[src/rtl/grid_scanner.sv]
// Row-multiplexed scanner for an 8x8 cell grid. It double-buffers incoming generations
// (pending -> display) and swaps them only on frame boundaries, so no frame ever tears.
module grid_scanner #(
    parameter int ROW_CYCLES   = 1000,
    parameter int BLANK_CYCLES = 16
) (
    input  logic        clk,
    input  logic        reset,
    input  logic        enable,
    input  logic [63:0] grid,
    input  logic        grid_valid,
    output logic        grid_ready,
    output logic [7:0]  row_sel,
    output logic [7:0]  col_data,
    output logic        blank,
    output logic        frame_done
);

    localparam int CNT_W = (ROW_CYCLES > 1) ? $clog2(ROW_CYCLES) : 1;
    localparam logic [CNT_W-1:0] BLANK_LAST = CNT_W'(BLANK_CYCLES - 1);
    localparam logic [CNT_W-1:0] ROW_LAST   = CNT_W'(ROW_CYCLES - 1);

    typedef enum logic [1:0] {
        IDLE  = 2'd0,
        BLANK = 2'd1,
        DRIVE = 2'd2
    } state_t;

    state_t           state, state_nx;
    logic [2:0]       row, row_nx;
    logic [CNT_W-1:0] cnt, cnt_nx;
    logic             boundary;

    logic [63:0]      display, display_nx;
    logic [63:0]      pending, pending_nx;
    logic             full, full_nx;

    logic             drive_nx;
    logic [7:0]       row_sel_nx;
    logic [7:0]       col_data_nx;
    logic             frame_done_nx;

    // Sequencing: boundary marks the edge that enters BLANK on row 0.
    always_comb begin
        state_nx = state;
        row_nx   = row;
        cnt_nx   = cnt;
        boundary = 1'b0;
        unique case (state)
            IDLE: begin
                if (enable) begin
                    state_nx = BLANK;
                    row_nx   = 3'd0;
                    cnt_nx   = '0;
                    boundary = 1'b1;
                end
            end
            BLANK: begin
                if (!enable) begin
                    state_nx = IDLE;
                    row_nx   = 3'd0;
                    cnt_nx   = '0;
                end else begin
                    cnt_nx = cnt + CNT_W'(1);
                    if (cnt == BLANK_LAST)
                        state_nx = DRIVE;
                end
            end
            DRIVE: begin
                if (!enable) begin
                    state_nx = IDLE;
                    row_nx   = 3'd0;
                    cnt_nx   = '0;
                end else if (cnt == ROW_LAST) begin
                    state_nx = BLANK;
                    cnt_nx   = '0;
                    row_nx   = row + 3'd1;
                    boundary = (row == 3'd7);
                end else begin
                    cnt_nx = cnt + CNT_W'(1);
                end
            end
            default: begin
                state_nx = IDLE;
                row_nx   = 3'd0;
                cnt_nx   = '0;
            end
        endcase
    end

    // Buffers: a boundary swap only happens when full, and capture only when not full,
    // so the two never fight over pending on the same edge.
    always_comb begin
        display_nx = display;
        pending_nx = pending;
        full_nx    = full;
        if (boundary && full) begin
            display_nx = pending;
            full_nx    = 1'b0;
        end
        if (grid_valid && grid_ready) begin
            pending_nx = grid;
            full_nx    = 1'b1;
        end
    end

    // Outputs are precomputed from next state and registered, so they come straight off flops.
    always_comb begin
        drive_nx      = (state_nx == DRIVE);
        row_sel_nx    = drive_nx ? (8'b1 << row_nx) : 8'h00;
        col_data_nx   = drive_nx ? display[8*row_nx +: 8] : 8'h00;
        frame_done_nx = drive_nx && (row_nx == 3'd7) && (cnt_nx == ROW_LAST);
    end

    always_ff @(posedge clk or posedge reset) begin
        if (reset) begin
            state      <= IDLE;
            row        <= 3'd0;
            cnt        <= '0;
            display    <= '0;
            pending    <= '0;
            full       <= 1'b0;
            grid_ready <= 1'b1;
            row_sel    <= 8'h00;
            col_data   <= 8'h00;
            blank      <= 1'b1;
            frame_done <= 1'b0;
        end else begin
            state      <= state_nx;
            row        <= row_nx;
            cnt        <= cnt_nx;
            display    <= display_nx;
            pending    <= pending_nx;
            full       <= full_nx;
            grid_ready <= !full_nx;
            row_sel    <= row_sel_nx;
            col_data   <= col_data_nx;
            blank      <= !drive_nx;
            frame_done <= frame_done_nx;
        end
    end

endmodule
[config.mk]
export PLATFORM = sky130hd
export DESIGN_NAME = grid_scanner
export DESIGN_NICKNAME = d
export VERILOG_FILES = /design/src/rtl/grid_scanner.sv
export SDC_FILE = /design/constraint.sdc
export NUM_CORES = 1
export LEC_CHECK = 0
export BUFFER_PORTS_ARGS = -buffer_cell sky130_fd_sc_hd__clkbuf_2
export CAP_MARGIN = 20
export CORE_UTILIZATION = 50
export CTS_CLUSTER_SIZE = 16
export DETAILED_ROUTE_END_ITERATION = 8
export MAX_ROUTING_LAYER = met4
export PLACE_DENSITY = 0.75
export SYNTH_ARGS = -nofsm -noshare
export SYNTH_HDL_FRONTEND = slang
export SYNTH_SLANG_ARGS = --single-unit
[constraint.sdc]
create_clock -name clk -period 13.9 [get_ports clk]
set_input_delay 0.695 -clock clk [delete_from_list [all_inputs] [get_ports clk]]
set_output_delay 0.695 -clock clk [all_outputs]
set_load 0.01 [all_outputs]
# Word level (Yosys, flattened, before mapping)
# Index checks and enable logic that the tools add are counted.
[word_totals]
inputBits = 68
wordCells = 54
regBits = 163
[classes]
addsub = 2
n_reduce_logical = 7
shifts = 2
muxes = 24
eq_ne = 8
[ops]
columns = ["cell", "count"]
rows = [
  ["64-bit by 7-bit indexed part select with 8-bit output", 1],
  ["10-bit two-way mux", 4],
  ["10-bit case mux with 3 select lines", 1],
  ["10-bit == test, second input constant", 2],
  ["8-bit two-way mux", 2],
  ["3-bit two-way mux", 4],
  ["10-bit by 1-bit adder with 10-bit output, second input constant", 1],
  ["10-bit by 4-bit == test with 1-bit output, second input constant", 1],
  ["2-bit two-way mux", 5],
  ["3-bit case mux with 3 select lines", 1],
  ["1-bit by 3-bit left shift with 8-bit output, first input constant", 1],
  ["3-bit == test, second input constant", 2],
  ["2-bit case mux with 3 select lines", 1],
  ["1-bit two-way mux", 5],
  ["2-bit == test, second input constant", 2],
  ["1-bit logical AND", 4],
  ["3-bit by 1-bit adder with 3-bit output, second input constant", 1],
  ["2-bit by 1-bit == test with 1-bit output, second input constant", 1],
  ["1-bit zero test", 2],
  ["2-bit zero test", 1],
  ["1-bit case mux with 2 select lines", 1],
]

# Logic depth before layout (Yosys ltp)
# Gate-level depths: netlist (run 1).
[depth]
ltp_word = 8
depth_mapped = 9

# Worst setup path after synthesis (run 1)
# Ideal clock, no wire load.
[synth_timing]
kind = "reg2reg"
startpoint = "register cnt[0]"
endpoint = "register col_data[1]"
stages_incl_launch_ff = 9
setup_time_ns = 0.071
n_path_buf = 1
arrival_ns = 2.158
slack_ns = 11.670
path_cell_list = "dfrtp_1 ha_1 nand2_1 nor3_4 mux2i_1 and2_1 clkbuf_1 o211ai_1 nand4_1"
[synth_between]
elab_chain_cells = 6
word_cells_on_any_way = 13
cone_classes = "eq/ne: 3; shift: 1; mux: 9"
[synth_lines]
columns = ["element", "line", "rtl"]
rows = [
  ["start: declaration", "31", "logic [CNT_W-1:0] cnt, cnt_nx;"],
  ["start signal: assignment", "131", "cnt <= cnt_nx;"],
  ["10-bit == test or 10-bit by 4-bit == test with 1-bit output (tied branches)", "74, 65", ""],
  ["3-bit two-way mux, or another cell as far along", "74", "end else if (cnt == ROW_LAST) begin"],
  ["3-bit two-way mux, or another cell as far along", "70", "if (!enable) begin"],
  ["3-bit case mux with 3 select lines or 2-bit case mux with 3 select lines (tied branches)", "49", "unique case (state)"],
  ["64-bit by 7-bit indexed part select with 8-bit output or 2-bit == test (tied branches)", "111, 109", ""],
  ["8-bit two-way mux *", "111", "col_data_nx = drive_nx ? display[8*row_nx +: 8] : 8'h00;"],
  ["via col_data_nx[1]", "40", "logic [7:0] col_data_nx;"],
  ["end signal: assignment", "137", "col_data <= col_data_nx;"],
  ["end: declaration", "14", "output logic [7:0] col_data,"],
]
# The timed path passes the listed nets; every way through them passes the cells marked *.
# A chain may end at the register's enable or synchronous reset.

# Final worst setup path (run 1)
[layout_timing]
startpoint = "register cnt[0]"
endpoint = "register col_data[5]"
# Same word-level chain as after synthesis.

==> results by group, run 1 <==
Outcome
  – Status: complete, no violations

Synthesis
  – Synthesized net count: 640
  – Post-synth top flop: dfrtp_1
  – Yosys warning total: 0
  – Avg Cell Area, Syn: 12.78 sq um
  – Synth Cell Area: 0.007274 sq mm
  – Cells after Synth: 569
  – Area contributors post-synth: dfrtp_1 (55%), mux2_2 (20%), a21boi_0 (3.4%)
  – Yosys reg bits: 163
  – Distinct cells, synth: 52
  – Synth top area share: 0.5538
  – Number of synthesized flops with an enable pin: 0
  – Synth async-reset ratio: 1.000
  – Synth area leader: dfrtp_1
  – Post-synthesis sequential area ratio: 0.5611

Clocking
  – H-tree depth: 4
  – # clock sinks: 163
  – CTS tree: done
  – CTS Hold Bufs: 0
  – Clock Tree Root: clkbuf_16
  – Post CTS Setup Buffer Count: 0
  – Clock buffer depth: 2
  – Clk_lat worst skew: 0.43 ns
  – Clk slew on worst S/H paths: 0.06 ns
  – Number of CTS-inserted buffers: 17
  – Post-CTS sizing: 0

Final layout
  – Area added between synthesis and finish: 16.37%
  – Ratio of cells with drive above 1 in the final layout: 0.4067
  – Layout Cells excl Fill: 834
  – Design Area, Final: 0.008466 sq mm
  – Diode count: 0
  – Layout net count: 712

Global routing
  – GRT Util Overall: 0.2320
  – Grt total ovfl: 0
  – First-pass GRT wire length: 25030 um
  – Pin count of the biggest net entering global routing: 89
  – Initial antenna violation count: 0
  – Vias in the first global route: 4746

Placement
  – HPWL after detailed placement: 10590 um
  – IO Port Bufs: 86
  – DP Area: 0.007772 sq mm
  – GPL Wtd Cong: 0.8388
  – Placed Cells: 801

Timing
  – Setup tns final: 0 ns
  – Slew Limit Fails: 0
  – Tmin final: 3.056 ns
  – Share of the clock period used by the worst path: 0.2199
  – Slew @ Worst Pin: 0.9305 ns
  – Final hold viol count: 0
  – Final setup vio count: 0
  – Hold slack: 0.3644 ns
  – Layout Skew: 0.006631 ns
  – RSZ-0062 raised after global routing: no
  – Max-slew headroom: 0.3797
  – Fmax: 327.2 MHz

Worst setup path
  – Critical path required time: 14.19 ns
  – Setup crit start: cnt[0]
  – R2r setup slk: 10.84 ns
  – R2R depth: 7
  – Crit path DAT: 3.35 ns
  – Highest fanout seen on the critical path: 67
  – Reg2reg end: col_data[5]
  – Crit path kind: reg -> reg
  – Reg2Reg Launch Point: cnt[0]
  – Startpoint types: flip-flop
  – Worst Setup End Kind: flip-flop

Power and ir drop
  – Power Density: 180.9 mW/mm^2
  – Internal power: 1.153 mW
  – Net Sw Power: 0.3788 mW
  – Pleak: 3.906 nW
  – Clock Power Share: 0.341
  – Combinational share of power: 0.173
  – Max VDD drop: 0.1209 mV
  – Seq pwr share: 0.486
  – Switching Share: 0.2473

Drt
  – Routed WL: 15520 um
  – Via count: 4696
  – First-pass DRT Iterations: 5
  – Initial DRC Count: 335
  – Met2 wire length: 8021 um
  – Highest metal used: met4
  – ANT nets after route: 0
  – Wl on met1: 6788 um
  – Vias per std cell: 5.631
  – DR WL met3: 579 um
  – Drc violations: 0
  – WL/cell: 18.60 um

Die
  – # IOs: 87
  – Core area: 0.01404 sq mm
  – Initial Utilization: 0.5180
  – Die width: 122.6 um
  – Die ar.: 0.01504 sq mm
  – Die height: 122.6 um
  – FP Rows: 43

Flow run
  – Max Cap Violations: 0

Hold path
  – Worst min-delay path class: in -> async
power groups by stage:
stage / clock [mW] / combinational, mW / sequential [mW]
6_report: 0.522 / 0.265 / 0.744
5_1_grt: 0.552 / 0.292 / 0.763
4_1_cts: 0.530 / 0.269 / 0.746
3_5_place_dp: 0 / 0.266 / 0.752
3_3_place_gp: 0 / 0.249 / 0.746
2_1_floorplan: 0 / 0.228 / 0.697
Yosys cell counts (8+ instances only):
| cell type | count |
|---|---|
| o21ai_0 | 30 |
| clkbuf_1 | 19 |
| mux2_2 | 129 |
| dfrtp_1 | 161 |
| nand4_1 | 8 |
| o211ai_1 | 8 |
| nor2_1 | 11 |
| nand3_1 | 11 |
| buf_2 | 11 |
| a21boi_0 | 33 |
| and3_1 | 35 |
| nand2_1 | 23 |
registers in the layout, summed over array words and instances, names as in the netlist:
name        count
state           2
pending        64
row_sel         8
col_data        8
blank           1
cnt            10
grid_ready      1
full            1
row             3
display        64
frame_done      1
how the worst max path moves through the flow:
| stage | end | cells past startpoint |
|---|---|---|
| 2_1_floorplan | cnt[0] | 1 |
| 3_3_place_gp | col_data[6] | 7 |
| 3_5_place_dp | col_data[5] | 7 |
| 4_1_cts | col_data[5] | 7 |
| 5_1_grt | col_data[5] | 7 |
| 6_report | col_data[5] | 7 |
cells by family (layout without fill, tap and decap cells):
group | count (synthesis) | after routing | share of synthesized area
mux | 130 | 130 | 0.2011
simple gates | 121 | 121 | 0.09924
flops | 163 | 163 | 0.5611
buf+inv | 45 | 130 | 0.03302
fa+ha+maj | 3 | 3 | 0.005161
xor+xnor | 4 | 4 | 0.004815
compound gates | 103 | 103 | 0.09563
metal layers:
layer,up-vias,global-route usage
li1,2196,-
met1,2388,0.2875
met2,101,0.3806
met3,11,0.05065
met4,0,0.06936
met5,-,-
final cells by class:
class	instances	area (sq um)
Sequential cell	163	4081
Inverter	6	27.53
Tap cell	180	225.2
Fill cell	1092	5577
Multi-Input combinational cell	361	2970
Timing Repair Buffer	92	495.5
Clock buffer	21	470.5
Clock inverter	11	195.2
per-stage QoR:
stage,power (mW),utilization,worst slack [ns]
finish,1.531,0.6029,10.84
global route,1.607,0.6029,10.63
CTS,1.545,0.6009,10.91
detailed placement,1.018,0.5535,10.91
global placement,0.9950,0.5535,10.98
floorplan,0.9249,-,8.803
critical path, cell delays in order (launching register included):
cell and delay [ns]:
dfrtp_1 0.40, ha_1 0.29, nand2_1 0.17, nor3_4 0.37, mux2_2 0.85, a21boi_0 0.27, o21ai_0 0.41, nand4_1 0.13
placed cells by master, fill, tap and decap left out, types with 7 or more instances in the layout:
cell type / Yosys / routed
a21boi_0: 33 / 33
and3_1: 35 / 35
clkbuf_16: 0 / 17
clkbuf_2: 1 / 86
dfrtp_1: 161 / 161
mux2_2: 129 / 129
nand2_1: 23 / 22
nand3_1: 11 / 11
nand4_1: 8 / 8
nor2_1: 11 / 11
o211ai_1: 8 / 8
o21ai_0: 30 / 30
o21ai_1: 7 / 7
Note: power is estimated with default switching activity, not from simulation.
==> inputs of run 2 (changes only) <==
--- a/config.mk
+++ b/config.mk
@@ -5,6 +5,7 @@
 export SDC_FILE = /design/constraint.sdc
 export NUM_CORES = 1
 export LEC_CHECK = 0
+export ABC_AREA = 1
 export BUFFER_PORTS_ARGS = -buffer_cell sky130_fd_sc_hd__clkbuf_2
 export CAP_MARGIN = 20
 export CORE_UTILIZATION = 50
==> constraint.sdc (replaced) <==
create_clock -name clk -period 2.85 [get_ports clk]
set_input_delay 0.1425 -clock clk [delete_from_list [all_inputs] [get_ports clk]]
set_output_delay 0.1425 -clock clk [all_outputs]
set_load 0.01 [all_outputs]
==> results by group, run 2 <==
Outcome
  – Status: finished, violations left (was complete, no violations)
  – Failing checks: negative hold slack

Final layout
  – Layout net count: 1074 (was 712)
  – Largest regs: display x64, pending x64, cnt x10 (unchanged)
  – Most common cell after layout, fill and taps aside: nand2_1 (was dfrtp_1)
  – Ratio of cells with drive above 1 in the final layout: 0.1535 (was 0.4067)
  – Most frequent cells in the layout: nand2_1 (292), dfrtp_1 (161), inv_1 (106), clkbuf_2 (86), nor2_1 (68) (was dfrtp_1 (161), mux2_2 (129), clkbuf_2 (86), and3_1 (35), a21boi_0 (33))
  – Area added between synthesis and finish: 25.87% (was 16.37%)
  – Core Util, Final: 0.6456 (was 0.6029)

Worst setup path
  – CP max-delay cell: dfrtp_1 (was mux2_2)
  – Highest fanout seen on the critical path: 32 (was 67)
  – Worst Setup End Kind: flip-flop (unchanged)
  – Critical Path Max Stage Delay: 0.43 ns (was 0.85 ns)
  – Startpoint types: flip-flop (unchanged)
  – Crit-path cells: ha_1, nand2_1, nor2_2, nand2_2, nand2_2, nand2_2, nand2_2, nand2_4, inv_2, nand2_1, o21ai_1, clkinv_1, nand2_1, nand2_1 (was ha_1, nand2_1, nor3_4, mux2_2, a21boi_0, o21ai_0, nand4_1)
  – Critical path required time: 3.17 ns (was 14.19 ns)
  – Crit path kind: reg -> reg (unchanged)
  – Crit path DAT: 2.77 ns (was 3.35 ns)

Hold path
  – Worst min-delay path class: in -> async (unchanged)

Clocking
  – Number of CTS-inserted buffers: 17 (unchanged)
  – CTS tree: done (unchanged)
  – Clock buffer depth: 2 (unchanged)
  – Post-CTS sizing: 0 (unchanged)
  – Clk slew on worst S/H paths: 0.07 ns (was 0.06 ns)
  – Post CTS Setup Buffer Count: 0 (unchanged)
  – H-tree depth: 4 (unchanged)
  – # clock sinks: 163 (unchanged)
  – Clk_lat worst skew: 0.43 ns (about the same)
  – Clock Tree Root: clkbuf_16 (unchanged)

Global routing
  – First-pass GRT wire length: 27880 um (was 25030 um)
  – Initial antenna violation count: 1 (was 0)
  – GRT Util Overall: 0.2550 (was 0.2320)
  – Grt total ovfl: 0 (unchanged)
  – Vias in the first global route: 5879 (was 4746)
  – Pin count of the biggest net entering global routing: 164 (was 89)

Timing
  – Hold slack: -0.1038 ns (was 0.3644 ns)
  – Layout Skew: 0.01552 ns (was 0.006631 ns)
  – Slew @ Worst Pin: 0.8900 ns (was 0.9305 ns)
  – Final setup vio count: 0 (unchanged)
  – Setup tns final: 0 ns (unchanged)
  – Share of the clock period used by the worst path: 0.8574 (was 0.2199)
  – RSZ-0062 raised after global routing: no (unchanged)
  – Slew Limit Fails: 0 (unchanged)
  – Fmax: 409.3 MHz (was 327.2 MHz)
  – Tmin final: 2.443 ns (was 3.056 ns)
  – Final hold viol count: 68 (was 0)
  – Max-slew headroom: 0.4066 (was 0.3797)

Drt
  – WL/cell: 13.97 um (was 18.60 um)
  – Via count: 5946 (was 4696)
  – Vias per std cell: 4.967 (was 5.631)
  – Drc violations: 0 (unchanged)
  – Initial DRC Count: 494 (was 335)
  – ANT nets after route: 0 (unchanged)
  – First-pass DRT Iterations: 5 (unchanged)
  – Routed WL: 16720 um (was 15520 um)

Synthesis
  – Top-count cell post-synth: nand2_1 (was dfrtp_1)
  – Main combinational cell family by area after synthesis: simple AND/OR/NAND/NOR gates (was multiplexers)
  – Post-synthesis mux area share: 0 (was 0.2011)
  – Synthesized net count: 933 (was 640)
  – Distinct cells, synth: 34 (was 52)
  – Area contributors post-synth: dfrtp_1 (57%), nand2_1 (15%), inv_1 (5.6%) (was dfrtp_1 (55%), mux2_2 (20%), a21boi_0 (3.4%))
  – Avg Cell Area, Syn: 8.259 sq um (was 12.78 sq um)
  – Synth async-reset ratio: 1.000 (unchanged)
  – Simple-gate share of the synthesized area: 0.2374 (was 0.09924)
  – Adder-Cell Fraction of Synth Area: 0.005272 (was 0.005160)
  – Synth top cells by count: nand2_1 (292), dfrtp_1 (161), inv_1 (107), nor2_1 (68), o21ai_0 (53) (was dfrtp_1 (161), mux2_2 (129), and3_1 (35), a21boi_0 (33), o21ai_0 (30))
  – Post-synthesis sequential area ratio: 0.5733 (was 0.5611)
  – Synth Cell Area: 0.007119 sq mm (was 0.007274 sq mm)
  – Yosys reg bits: 163 (unchanged)
  – Yosys warning total: 0 (unchanged)
  – Synth Area in XOR/XNOR: 0.003691 (was 0.004816)
  – Synth area leader: dfrtp_1 (unchanged)
  – Cells after Synth: 862 (was 569)
  – Synth top area share: 0.5659 (was 0.5538)
  – Compound-Gate Fraction of Synth Area: 0.09490 (was 0.09563)
  – Post-synth top flop: dfrtp_1 (unchanged)
  – Number of synthesized flops with an enable pin: 0 (unchanged)

Die
  – FP Rows: 43 (unchanged)
  – Die ar.: 0.01472 sq mm (was 0.01504 sq mm)
  – Die width: 121.3 um (was 122.6 um)
  – Initial Utilization: 0.5129 (was 0.5180)
  – Core area: 0.01388 sq mm (was 0.01404 sq mm)
  – # IOs: 87 (unchanged)
  – Die height: 121.3 um (was 122.6 um)

Power and ir drop
  – Total power: 7.735 mW (was 1.531 mW)
  – Power Density: 863.2 mW/mm^2 (was 180.9 mW/mm^2)
  – Pleak: 4.710 nW (was 3.906 nW)
  – Max VDD drop: 0.4708 mV (was 0.1209 mV)

Flow run
  – Max Cap Violations: 0 (unchanged)

Placement
  – GPL Wtd Cong: 0.8670 (was 0.8388)
  – HPWL after detailed placement: 10390 um (was 10590 um)
  – IO Port Bufs: 86 (unchanged)
[run 2: metrics by stage]
stage                     std cells  hold WS [ns]  cell area (sq um)  setup slack (ns)
after floorplan                 862        0.2521               7123            0.6383
after global placement         1099        0.3379               7696            0.5200
after detailed placement       1099        0.3426               7696            0.4573
after CTS                      1196       0.01074               8959            0.4239
after global routing           1197       0.03757               8961            0.1429
final                          1197       -0.1038               8961            0.4065
[run 2: timing repair]
item                                    in CTS  in global routing
hold endpoints to repair                    65                  0
hold buffers                                65                  0
endpoints found under the setup margin       0                  0
[run 2: logic make-up (layout without fill, tap and decap cells)]
kind of cell    after synthesis  in the layout
other cells                   0              1
buf+inv                     151            305
fa+ha+maj                     3              3
compound gates              127            127
simple gates                415            415
xor+xnor                      3              3
flops                       163            163
[run 2: power breakdown]
group          leakage, nW  internal (mW)  switching, mW
logic                 2.38          0.686           1.12
clock network        0.292           1.34           1.01
registers             2.04           3.18          0.400
[run 2: path summary, 6_finish.rpt]
| path | startpoint | to | slack [ns] | cells past startpoint |
|---|---|---|---|---|
| max | cnt[0] | col_data[7] | 0.41 | 14 |
| min | reset | pending[62] | -0.10 | 3 |
| max reg2reg | cnt[0] | col_data[7] | 0.41 | 14 |
| min reg2reg | display[53] | display[53] | 0.48 | 2 |
| max in group asynchronous | reset | display[15] | 2.27 | 3 |
| min in group clk | grid_valid | pending[19] | 0.23 | 5 |
[run 2: layer usage]
layer	share of wire	track usage	up-vias
li1	-	-	2937
met1	0.45	0.3214	2812
met2	0.49	0.4130	160
met3	0.038	0.04840	37
met4	0.019	0.08796	0
met5	0	-	-
[run 2: area by class of cell]
type                    count  area (sq um)
diodes                      1         2.502
clock buffers              18         439.2
clock inverters            14         172.7
fillers                  1175          4920
inverters                 114         431.7
multi-input cells         548          2442
flip-flops and latches    163          4081
well taps                 180         225.2
repair buffers            159          1166
[run 2: worst max-delay path: cells and delay by family, from the launching register on]
family                     cells  cell delay [ns]
buffers and inverters          2             0.25
adders and majority gates      1             0.19
and+or+nand+nor               10             1.25
AOI/OAI and AO/OA              1             0.21
DFF                            1             0.43
